$ cat src/rtl/fetch_unit.sv
// fetch_unit: instruction fetch front end ahead of the L1 instruction cache.
// Owns the PC, issues one word read at a time (held until cache_ready),
// buffers returned words with their PCs in a small FIFO for decode, and
// handles redirects, including ones that land while a miss refill is active.
//
// Ports:
//   clk, rst                  clock, asynchronous active-high reset
//   cache_read_en/cache_addr  request to the I-cache (held until ready)
//   cache_ready/cache_data    cache response; accept = read_en && ready
//   redirect_en/redirect_pc   one-cycle restart request and its target
//   dec_valid/dec_inst/dec_pc FIFO head presented to decode
//   dec_ready                 decode consumes the head when dec_valid
module fetch_unit #(
    parameter int unsigned           ADDR_WIDTH = 32,
    parameter logic [ADDR_WIDTH-1:0] RESET_PC   = 32'hBFC00000,
    parameter int unsigned           FIFO_DEPTH = 4,
    parameter int unsigned           PTR_WIDTH  = 2
) (
    input  logic                  clk,
    input  logic                  rst,
    output logic                  cache_read_en,
    output logic [ADDR_WIDTH-1:0] cache_addr,
    input  logic                  cache_ready,
    input  logic [31:0]           cache_data,
    input  logic                  redirect_en,
    input  logic [ADDR_WIDTH-1:0] redirect_pc,
    output logic                  dec_valid,
    output logic [31:0]           dec_inst,
    output logic [ADDR_WIDTH-1:0] dec_pc,
    input  logic                  dec_ready
);

    typedef enum logic {
        FETCH = 1'b0,
        KILL  = 1'b1
    } state_t;

    localparam logic [PTR_WIDTH:0] DEPTH_CNT = (PTR_WIDTH + 1)'(FIFO_DEPTH);

    state_t                state, state_nxt;
    logic [ADDR_WIDTH-1:0] pc, pc_nxt;
    logic [ADDR_WIDTH-1:0] saved_target, saved_nxt;
    logic [ADDR_WIDTH-1:0] target;
    logic                  push, pop, full, empty;
    logic [PTR_WIDTH:0]    count;
    logic [PTR_WIDTH-1:0]  wr_ptr, rd_ptr;
    logic [31:0]           inst_mem [FIFO_DEPTH];
    logic [ADDR_WIDTH-1:0] pc_mem   [FIFO_DEPTH];
    logic                  unused_low_bits;

    // Low two target bits are discarded by word alignment.
    assign target          = {redirect_pc[ADDR_WIDTH-1:2], 2'b00};
    assign unused_low_bits = ^redirect_pc[1:0];

    assign full       = (count == DEPTH_CNT);
    assign empty      = (count == '0);
    assign dec_valid  = !empty;
    // A redirect flushes the FIFO, so a same-cycle pop has no effect.
    assign pop        = dec_valid && dec_ready && !redirect_en;
    assign cache_addr = pc;

    // Storage is not reset; gating on empty keeps dec_* at zero in reset.
    assign dec_inst = empty ? '0 : inst_mem[rd_ptr];
    assign dec_pc   = empty ? '0 : pc_mem[rd_ptr];

    always_ff @(posedge clk or posedge rst) begin
        if (rst) begin
            state        <= FETCH;
            pc           <= RESET_PC;
            saved_target <= '0;
        end else begin
            state        <= state_nxt;
            pc           <= pc_nxt;
            saved_target <= saved_nxt;
        end
    end

    always_comb begin
        state_nxt     = state;
        pc_nxt        = pc;
        saved_nxt     = saved_target;
        cache_read_en = 1'b0;
        push          = 1'b0;
        case (state)
            FETCH: begin
                cache_read_en = !full && !rst;
                if (redirect_en) begin
                    // A refill in flight must complete on the old address
                    // before the new target can be requested.
                    if (cache_read_en && !cache_ready) begin
                        state_nxt = KILL;
                        saved_nxt = target;
                    end else begin
                        pc_nxt = target;
                    end
                end else if (cache_read_en && cache_ready) begin
                    push   = 1'b1;
                    pc_nxt = pc + ADDR_WIDTH'(4);
                end
            end
            KILL: begin
                cache_read_en = !rst;
                if (redirect_en) begin
                    saved_nxt = target;
                end
                if (cache_ready) begin
                    pc_nxt    = redirect_en ? target : saved_target;
                    state_nxt = FETCH;
                end
            end
        endcase
    end

    always_ff @(posedge clk or posedge rst) begin
        if (rst) begin
            count  <= '0;
            wr_ptr <= '0;
            rd_ptr <= '0;
        end else if (redirect_en) begin
            count  <= '0;
            wr_ptr <= '0;
            rd_ptr <= '0;
        end else begin
            if (push) begin
                wr_ptr <= wr_ptr + 1'b1;
            end
            if (pop) begin
                rd_ptr <= rd_ptr + 1'b1;
            end
            case ({push, pop})
                2'b10:   count <= count + 1'b1;
                2'b01:   count <= count - 1'b1;
                default: count <= count;
            endcase
        end
    end

    always_ff @(posedge clk) begin
        if (push) begin
            inst_mem[wr_ptr] <= cache_data;
            pc_mem[wr_ptr]   <= pc;
        end
    end

endmodule

$ cat config.mk
export PLATFORM = sky130hd
export DESIGN_NAME = fetch_unit
export DESIGN_NICKNAME = d
export VERILOG_FILES = /design/src/rtl/fetch_unit.sv
export SDC_FILE = /design/constraint.sdc
export NUM_CORES = 1
export LEC_CHECK = 0
export CORE_ASPECT_RATIO = 1.4
export CORE_MARGIN = 2
export CORE_UTILIZATION = 56
export CTS_CLUSTER_DIAMETER = 120
export DETAILED_ROUTE_END_ITERATION = 6
export PLACE_DENSITY = 0.79
export SLEW_MARGIN = 25
export SYNTH_ARGS = -nofsm -noshare
export SYNTH_HDL_FRONTEND = slang
export SYNTH_SLANG_ARGS = --single-unit
export TNS_END_PERCENT = 5
$ cat constraint.sdc
create_clock -name clk -period 4.76 [get_ports clk]
set_input_delay 1.428 -clock clk [delete_from_list [all_inputs] [get_ports clk]]
set_output_delay 1.428 -clock clk [all_outputs]
set_load 0.01 [all_outputs]
==> impl_metrics.toml <==
[status]
status = "completed"

[setup_path]
critical_path_buf_inv_count = 2
worst_setup_path_start_kind = "flop"
cp_slowest_cell = "dfrtp_4"
path_max_fanout = 24
crit_chain = "buf_4 -> mux4_2 -> and2_1 -> clkdlybuf4s50_1"
criticalPathCategory = "reg -> out"
cpPeakStageDelay_ns = 0.75
cp.arrival_ns = 2.95
crit_family = "buffers and inverters"
endpoint_kind = "output pin"
crit_required_ns = 3.33

[routing]
drt_iter0_markers = 761
drtPass1Iterations = 5
num_vias = 7979
drt_wl_total_mm = 27.8
routed_via_density = 5.86
drc = 0
antenna_left = 0
wire_per_inst_um = 20.4

[cells_and_area]
antenna_cells = 0
drive_gt1_share_pct = 17.6
area_delta_synth_final_pct = 22.0
mostFrequentLayoutCell = "edfxtp_1"
fill_cells = 1632
layout_common_cells = "edfxtp_1 (256), clkdlybuf4s50_1 (163), and2_1 (66)"
final_cell_area_um2 = 16700
final_nets = 1102

[die]
dieWidth_um = 136
io_pins = 167
core_um2 = 24100
initial_core_util_pct = 57.1
dieArea_um2 = 25800
dieHeight_um = 189
rows = 67

[clock_network]
cts-buffers-inserted = 30
cts-hold-fix-buffers = 0
cts_sinks = 328
clk_pin_slew_worst_paths_ns = 0.07
clk_latency_ns = 0.54
cts.repair.resized = 0
cts_setup_buffers = 0
htreeDepth = 1
cts_tree = "yes"
clock_path_buffers = 3
root_buffer = "clkbuf_16"

[sta]
tightest_slew_ns = 0.870
max_slew_margin_pct = 41.6
final-hold-violation-count = 0
hold-worst-slack_ns = 0.492
setup_viol = 0
clock-skew-final_ns = 0.0114
rsz0062_at_grt = "no"
fin_crit_ns = 4.38
fmax_mhz = 228
maxSlewViolCount = 0
period_share_pct = 92.0
tns_ns = 0

[power_and_ir_drop]
power.density_nw_per_um2 = 532
ir_drop_mv = 0.347
power.leakage_nw = 5.64

[grt]
overflow = 0
antenna_found_initial = 0
first_global_vias = 7852
grtUsageTotal_pct = 21.7
grt_max_degree = 76
grt_pass1_wl_mm = 43.0

[placed_design]
io_buffer_count = 164
placed_cell_area_um2 = 15800
dp_hpwl_mm = 17.3
gp_congestion = 0.802

[synth]
async_flop_share_pct = 22.0
netlist_instances = 867
ys_seq_elements = 328
synth_edf_count = 256
synth_ff_type = "edfxtp_1"
synth_seq_area_share_pct = 69.2
syn_area_um2 = 13700
yosys_warnings = 0
synth.avg_cell_area_um2 = 15.8
ys_types = 53
syn-num-nets = 942

[run]
drv_cap = 0

[min_path]
hold_path.class = "reg -> reg"
==> path summary, 6_finish.rpt <==
path,start,to,slack (ns),cells after the start
worst max-delay path,rd_ptr[0]$_DFFE_PP0P_,dec_pc[10],0.38,4
worst min-delay path,saved_target[0]$_DFFE_PP0P_,saved_target[0]$_DFFE_PP0P_,0.49,1
worst max register to register,state$_DFF_PP0_,count[2]$_DFFE_PP0P_,1.98,10
worst min register to register,saved_target[0]$_DFFE_PP0P_,saved_target[0]$_DFFE_PP0P_,0.49,1
max in group asynchronous,rst,saved_target[22]$_DFFE_PP0P_,2.40,3
min in group asynchronous,rst,count[2]$_DFFE_PP0P_,1.27,2
==> worst reg2reg max path, cell delays in order (launching register included) <==
cell and delay, ns:
dfrtp_1 0.36, buf_4 0.27, or2_1 0.35, a2111oi_4 0.33, buf_4 0.22, nor3_1 0.07, fa_1 0.41, or2_2 0.30
mux2i_1 0.16, xnor2_1 0.14, nor2_1 0.05
==> cell usage after synthesis, types with 2 or more instances <==
cell type	number	area share, %
buf_1	5	0.14
o22ai_1	2	0.091
ha_1	5	0.46
mux2i_1	3	0.22
nor2_1	43	1.2
clkbuf_1	39	1.1
a21oi_1	24	0.87
xor2_1	2	0.13
mux2_2	30	2.5
edfxtp_1	256	56
and2_1	70	3.2
o31a_1	3	0.19
nor3_1	10	0.36
a21o_1	3	0.16
a41oi_1	6	0.38
dfstp_2	9	1.7
dfrtp_1	63	11
nor3b_1	4	0.22
xnor2_1	4	0.26
o2bb2ai_1	2	0.13
nand3_1	11	0.40
buf_2	10	0.36
inv_1	11	0.30
a22o_1	2	0.13
nand2_1	60	1.6
and3_1	8	0.36
nand4_1	5	0.23
o21ai_0	62	2.3
a31oi_1	24	1.1
o31ai_1	4	0.22
nor4_1	2	0.091
mux4_2	64	10
==> power by group <==
part           switching [W]  internal [W]  total (W)
combinational        0.00113       0.00148    0.00261
clock               0.000990       0.00135    0.00234
sequential          0.000442       0.00351    0.00395
==> routing by layer <==
layer	global-route usage (%)	vias to the layer above	part of all wire [%]
met5	0	-	0
met1	28.9	4026	41
li1	-	3671	-
met3	2.84	34	4.9
met2	37.9	248	53
met4	5.57	0	1.7
==> registers in the layout (all words and copies together), names as in the netlist <==
register and cells:
state 1, cache_addr 32, inst_mem 128, wr_ptr 2, pc_mem 128, count 3, saved_target 32, rd_ptr 2
==> cell type report <==
cell class	instances	area, µm²	area share [%]
sequential	328	9510	56.8
multi-input combinational	474	3990	23.8
timing repair buffer	182	1830	11.0
clock buffer	43	891	5.32
tap	310	388	2.32
clock inverter	13	95.1	0.568
inverter	11	41.3	0.247
==> per-stage QoR <==
step | setup slack [ns] | instances | power (W) | utilization (%)
floorplan | 0.437 | 867 | 0.00534 | -
global placement | 0.541 | 1305 | 0.00659 | 65.5
detailed placement | 0.531 | 1305 | 0.00666 | 65.5
CTS | 0.296 | 1361 | 0.00900 | 69.6
global route | 0.206 | 1361 | 0.00933 | 69.6
finish | 0.380 | 1361 | 0.00891 | 69.6
==> cells by family after synthesis <==
logic type | count (synthesis) | share of synthesized area, %
flops | 328 | 69.2
xor+xnor | 6 | 0.383
buf+inv | 65 | 1.87
simple gates | 222 | 8.30
compound gates | 143 | 6.46
mux | 97 | 13.2
fa+ha+maj | 6 | 0.602
Power figures use the tool's default switching activity.
